**src/rtl/alu_decode_stage.sv**
```systemverilog
// alu_decode_stage
//
// Registered decode/issue stage between fetch and execute. Each 32-bit
// instruction word is decoded into the ALU control bundle (opcode, shift
// amount), register addresses, sign-extended immediate and the register /
// memory enables. Illegal encodings issue as flagged no-ops.
//
// A two-entry buffer (main + skid) sits behind the decoder so that in_ready
// can come straight from a flop while still sustaining one bundle per cycle.
//
// Ports
//   clock, reset           single clock, synchronous active-high reset
//   in_valid/in_ready      upstream handshake, in_insn is the offered word
//   out_valid/out_ready    downstream handshake for the decoded bundle
//   ctrl_ALUopcode         ALU opcode (ADD/SUB/SLL/SRA/AND/OR)
//   ctrl_shiftamt          shift amount
//   rd, rs, rt             register addresses
//   imm32                  sign-extended immediate
//   use_imm                ALU operand B is imm32
//   reg_we, mem_we, mem_re register write, memory write, memory read
//   illegal                bundle came from an undecodable word
//   insn_count             bundles issued (wraps)
//   illegal_count          illegal bundles issued (saturates)
module alu_decode_stage #(
  parameter int unsigned IMM_W = 17,
  parameter int unsigned CNT_W = 16
) (
  input  logic             clock,
  input  logic             reset,
  input  logic             in_valid,
  output logic             in_ready,
  input  logic [31:0]      in_insn,
  output logic             out_valid,
  input  logic             out_ready,
  output logic [4:0]       ctrl_ALUopcode,
  output logic [4:0]       ctrl_shiftamt,
  output logic [4:0]       rd,
  output logic [4:0]       rs,
  output logic [4:0]       rt,
  output logic [31:0]      imm32,
  output logic             use_imm,
  output logic             reg_we,
  output logic             mem_we,
  output logic             mem_re,
  output logic             illegal,
  output logic [CNT_W-1:0] insn_count,
  output logic [CNT_W-1:0] illegal_count
);

  // Major opcodes
  localparam logic [4:0] OpRtype = 5'b00000;
  localparam logic [4:0] OpAddi  = 5'b00101;
  localparam logic [4:0] OpSw    = 5'b00111;
  localparam logic [4:0] OpLw    = 5'b01000;

  // ALU opcodes
  localparam logic [4:0] AluAdd  = 5'b00000;
  localparam logic [4:0] AluOr   = 5'b00101;  // highest defined ALU opcode

  typedef struct packed {
    logic [4:0]  alu_op;
    logic [4:0]  shamt;
    logic [4:0]  rd;
    logic [4:0]  rs;
    logic [4:0]  rt;
    logic [31:0] imm;
    logic        use_imm;
    logic        reg_we;
    logic        mem_we;
    logic        mem_re;
    logic        illegal;
  } bundle_t;

  // ---------------------------------------------------------------------------
  // Decoder (purely combinational, feeds only the buffer registers)
  // ---------------------------------------------------------------------------
  logic [4:0] opcode;
  logic [4:0] aluop_field;
  bundle_t    dec;

  assign opcode      = in_insn[31:27];
  assign aluop_field = in_insn[6:2];

  always_comb begin
    dec         = '0;
    // Raw fields are always passed through; the opcode cases below only
    // override rt and the control bits.
    dec.rd      = in_insn[26:22];
    dec.rs      = in_insn[21:17];
    dec.rt      = in_insn[16:12];
    dec.shamt   = in_insn[11:7];
    dec.imm     = {{(32 - IMM_W){in_insn[IMM_W-1]}}, in_insn[IMM_W-1:0]};

    case (opcode)
      OpRtype: begin
        if (aluop_field > AluOr) begin
          dec.illegal = 1'b1;
        end else begin
          dec.alu_op = aluop_field;
          dec.reg_we = 1'b1;
        end
      end
      OpAddi: begin
        dec.alu_op  = AluAdd;
        dec.use_imm = 1'b1;
        dec.reg_we  = 1'b1;
        dec.rt      = 5'd0;
      end
      OpSw: begin
        dec.alu_op  = AluAdd;
        dec.use_imm = 1'b1;
        dec.mem_we  = 1'b1;
        // Store data register lives in the rd field.
        dec.rt      = in_insn[26:22];
      end
      OpLw: begin
        dec.alu_op  = AluAdd;
        dec.use_imm = 1'b1;
        dec.mem_re  = 1'b1;
        dec.reg_we  = 1'b1;
        dec.rt      = 5'd0;
      end
      default: begin
        dec.illegal = 1'b1;
      end
    endcase
  end

  // ---------------------------------------------------------------------------
  // Main + skid buffer
  // ---------------------------------------------------------------------------
  bundle_t             main_q, main_d;
  bundle_t             skid_q, skid_d;
  logic                main_valid_q, main_valid_d;
  logic                skid_valid_q, skid_valid_d;
  logic                in_ready_q, in_ready_d;
  logic [CNT_W-1:0]    insn_count_q, insn_count_d;
  logic [CNT_W-1:0]    illegal_count_q, illegal_count_d;

  logic in_fire;
  logic out_fire;
  logic main_load;

  assign in_fire   = in_valid & in_ready_q;
  assign out_fire  = main_valid_q & out_ready;
  assign main_load = ~main_valid_q | out_fire;

  always_comb begin
    main_d       = main_q;
    main_valid_d = main_valid_q;
    skid_d       = skid_q;
    skid_valid_d = skid_valid_q;

    if (main_load) begin
      if (skid_valid_q) begin
        // Older word waiting in the skid goes first.
        main_d       = skid_q;
        main_valid_d = 1'b1;
        skid_valid_d = 1'b0;
      end else if (in_fire) begin
        main_d       = dec;
        main_valid_d = 1'b1;
      end else begin
        main_valid_d = 1'b0;
      end
    end

    // in_ready is low whenever the skid is full, so an in_fire that cannot
    // reach main always finds the skid empty.
    if (in_fire && !main_load) begin
      skid_d       = dec;
      skid_valid_d = 1'b1;
    end

    in_ready_d = ~skid_valid_d;
  end

  // ---------------------------------------------------------------------------
  // Statistics
  // ---------------------------------------------------------------------------
  always_comb begin
    insn_count_d    = insn_count_q;
    illegal_count_d = illegal_count_q;
    if (out_fire) begin
      insn_count_d = insn_count_q + 1'b1;
      if (main_q.illegal && (illegal_count_q != '1)) begin
        illegal_count_d = illegal_count_q + 1'b1;
      end
    end
  end

  // ---------------------------------------------------------------------------
  // State
  // ---------------------------------------------------------------------------
  always_ff @(posedge clock) begin
    if (reset) begin
      main_q          <= '0;
      skid_q          <= '0;
      main_valid_q    <= 1'b0;
      skid_valid_q    <= 1'b0;
      in_ready_q      <= 1'b1;
      insn_count_q    <= '0;
      illegal_count_q <= '0;
    end else begin
      main_q          <= main_d;
      skid_q          <= skid_d;
      main_valid_q    <= main_valid_d;
      skid_valid_q    <= skid_valid_d;
      in_ready_q      <= in_ready_d;
      insn_count_q    <= insn_count_d;
      illegal_count_q <= illegal_count_d;
    end
  end

  // ---------------------------------------------------------------------------
  // Outputs (all straight from flops)
  // ---------------------------------------------------------------------------
  assign in_ready       = in_ready_q;
  assign out_valid      = main_valid_q;
  assign ctrl_ALUopcode = main_q.alu_op;
  assign ctrl_shiftamt  = main_q.shamt;
  assign rd             = main_q.rd;
  assign rs             = main_q.rs;
  assign rt             = main_q.rt;
  assign imm32          = main_q.imm;
  assign use_imm        = main_q.use_imm;
  assign reg_we         = main_q.reg_we;
  assign mem_we         = main_q.mem_we;
  assign mem_re         = main_q.mem_re;
  assign illegal        = main_q.illegal;
  assign insn_count     = insn_count_q;
  assign illegal_count  = illegal_count_q;

endmodule

```
**config.mk**
```make
export PLATFORM = sky130hd
export DESIGN_NAME = alu_decode_stage
export DESIGN_NICKNAME = d
export VERILOG_FILES = /design/src/rtl/alu_decode_stage.sv
export SDC_FILE = /design/constraint.sdc
export NUM_CORES = 1
export LEC_CHECK = 0
export BUFFER_PORTS_ARGS = -buffer_cell sky130_fd_sc_hd__buf_2
export CORE_MARGIN = 1.5
export CORE_UTILIZATION = 25
export CTS_BUF_LIST = sky130_fd_sc_hd__clkbuf_4
export DETAILED_ROUTE_END_ITERATION = 12
export SKIP_LAST_GASP = 1
export SLEW_MARGIN = 20
export SYNTH_ARGS = -nofsm -noshare
export SYNTH_HDL_FRONTEND = slang
export SYNTH_SLANG_ARGS = --single-unit
```
**constraint.sdc**
```tcl
create_clock -name clock -period 2.6 [get_ports clock]
set_clock_uncertainty 0.1 [all_clocks]
set_input_delay 0.39 -clock clock [delete_from_list [all_inputs] [get_ports clock]]
set_output_delay 0.39 -clock clock [all_outputs]
set_load 0.02 [all_outputs]
```
==> results.cfg <==
[pwr]
irDropWorstVdd_uv = 232
power_density_nw_per_um2 = 604
cellLeakagePower_nw = 2.58

[drt]
wl_per_cell_um = 13.7
vias_per_cell = 4.71
drt_iter0_markers = 214
drcViolationCount = 0
ant_nets = 0
routed_wl_um = 13800
vias = 4757
first_pass_iters = 4

[die]
coreArea_um2 = 20400
die_w_um = 148
fp-row-count = 52
io_pins = 132
initial_utilization = 0.257
dieHeight_um = 148
die_area_um2 = 21900

[finish]
multiInputGateArea_um2 = 2510
num-nets-final = 764
layout_commonest_cell = buf_2
final_cells = 1010
layout_common_cells = buf_2, dfxtp_1, nand2_1
fill_cells = 2178
drive_above_1_share = 0.257
register_area_um2 = 2380
syn_to_final_growth_pct = 26.3

[critical_path]
critPathSlowestCell = nor4_4
r2r_setup_slack_ns = 0.51
endpoint_kind = flip-flop
worstReg2RegStart = illegal_count[0]
r2r_cells = 5
cp_cell_sequence = ha_1 > inv_1 > nor4_4 > a21oi_1 > mux2_2
crit_fanout = 10
crit_end = illegal_count[0]
critPathMaxStageDelay_ns = 0.54
r2r_end = illegal_count[0]
cp-startpoint = illegal_count[0]
criticalPathCategory = flip-flop to flip-flop
worstSetupStartpointType = flip-flop
cp.arrival_ns = 2.41
cp.required_ns = 2.92

[clocking]
clk_latency_ns = 0.52
cts-root-buf = clkbuf_4
cts_setup_buffers = 0
cts_tree = done
cts-resized-gates = 0
cts_max_level = 4
clock-sinks = 119
cts_buffers = 17
ctsLongestPathBuffers = 2
holdBufCountCts = 28
clkTransAtPathRegs_ns = 0.11

[sta]
finalSetupViolations = 0
slew_headroom = 0.561
tightest_slew_ns = 0.658
final.period_utilization = 0.805
fmax_mhz = 478
min_period_ns = 2.09
setup_tns_ns = 0
hold_viol = 0
rsz0062_at_grt = no
finalMaxSlewViolations = 0

[synth]
synth_top_family_by_area = simple AND/OR/NAND/NOR gates
synthArstFlopShare = 0
ys_types = 50
synthMuxAreaShare = 0.0661
syn_area_um2 = 5250
yosys.area_share.simple = 0.220
synth_fp_nets = 641
ys_warn_count = 0
synth-seq-cells = 119
syn_area_per_cell_um2 = 8.70
synth_edf_count = 0
synth-xor-area-share = 0.0184
synth_ff_type = dfxtp_1
synth_cells = 603
synth_compound_area_frac = 0.166
synthAdderAreaFrac = 0.00477
yosysSeqAreaShare = 0.454

[global_route]
grt-ovfl-total = 0
grt_max_degree = 116
grt_pass1_wl_um = 22200
grt_usage = 0.129
grt_pass1_vias = 4333
antenna_found_initial = 1

[job]
maxCapViolCount = 0

[placed_design]
hpwlAfterDp_um = 8750
dp.cells = 949
portBuffers = 131
gp_congestion = 0.798

[hold_path]
worstHoldStart = in_insn[28]
worst_hold_path_type = input pin to flip-flop

[outcome]
status = completed
-- metrics by stage --
stage	instance area [um^2]	setup slack, ns	power, W	utilization	hold WS (ns)
finish	6630	0.508	0.00400	0.324	0.116
global placement	6010	0.507	0.00246	0.294	0.341
floorplan	5250	0.657	0.00231	-	0.336
detailed placement	6010	0.479	0.00246	0.294	0.348
CTS	6620	0.550	0.00408	0.324	0.0441
global route	6630	0.382	0.00421	0.324	0.0823
-- metal layers --
layer	part of all wire	global-route usage
met1	0.46	0.161
met2	0.47	0.211
met3	0.048	0.0336
met4	0.017	0.0515
met5	0	0
-- Yosys cell counts, types with 2 or more instances --
library cell	n	area (um^2)
dfxtp_1	119	2380
nand2_1	76	285
nor2_1	63	236
a21oi_1	51	255
a211oi_1	34	255
mux2i_1	29	290
nand3_1	25	125
buf_4	22	165
clkbuf_1	22	82.6
nor3_1	15	75.1
nor2b_1	12	75.1
buf_2	11	55.1
inv_1	10	37.5
xnor2_1	9	78.8
a221oi_1	8	70.1
o21ai_0	8	40.0
o41ai_1	8	70.1
and3_1	7	43.8
nand3b_1	6	45.0
nand4_1	6	37.5
nor4_1	6	37.5
buf_1	5	18.8
mux2_2	5	56.3
or3_1	4	25.0
o311ai_0	3	26.3
o31ai_1	3	22.5
or4_1	3	22.5
a221oi_2	2	30.0
a311oi_1	2	17.5
a32oi_1	2	17.5
a41oi_1	2	17.5
ha_1	2	25.0
nand4_2	2	25.0
nor3b_1	2	15.0
or2_2	2	12.5
or3b_2	2	17.5
xor2_1	2	17.5
-- worst min path at each step --
stage	end	slack, ns	cells past startpoint
final	skid_q[1]	0.12	4
after global routing	insn_count[1]	0.08	3
after CTS	skid_q[1]	0.04	4
after detailed placement	skid_q[42]	0.35	2
after global placement	skid_q[11]	0.34	2
after floorplan	skid_q[10]	0.34	2
-- where the power goes --
part | switching [W] | leakage, nW | internal (W) | total [W]
registers | 0.0000465 | 0.970 | 0.00189 | 0.00194
logic | 0.000320 | 1.44 | 0.000189 | 0.000509
clock network | 0.000767 | 0.168 | 0.000784 | 0.00155
total | 0.00113 | 2.58 | 0.00287 | 0.00400
-- kinds of logic (layout without fill, tap and decap cells) --
group                    Yosys count  in the layout
AO/OA/AOI/OAI                    128            128
XOR/XNOR                          11             11
adder cells (fa/ha/maj)            2              2
buffers and inverters             71            207
flip-flops                       119            119
multiplexers                      34             34
other                              0              1
AND/OR/NAND/NOR                  238            238
-- final cells by class --
type / count / share of cell area
antenna: 1 / 0.000378
clock buffer: 18 / 0.0204
clock inverter: 14 / 0.0295
inverter: 10 / 0.00567
multi-input combinational: 413 / 0.379
sequential: 119 / 0.360
tap: 270 / 0.0510
timing repair buffer: 165 / 0.154
-- registers in the layout, indices dropped and copies added, names as in the netlist --
signal	cells
illegal_count	16
mem_we	1
rs	5
illegal	1
rt	5
use_imm	1
skid_q	42
ctrl_ALUopcode	5
rd	5
insn_count	16
out_valid	1
mem_re	1
ctrl_shiftamt	4
imm32	13
reg_we	1
in_ready	1
skid_valid_q	1
-- critical path: cells and delay by family (launching register included) --
family | cells | cell delay [ns]
fa+ha+maj | 1 | 0.28
compound gates | 1 | 0.22
mux | 1 | 0.30
simple gates | 1 | 0.54
flops | 1 | 0.45
buf+inv | 1 | 0.11
(Power assumes the default switching activity.)
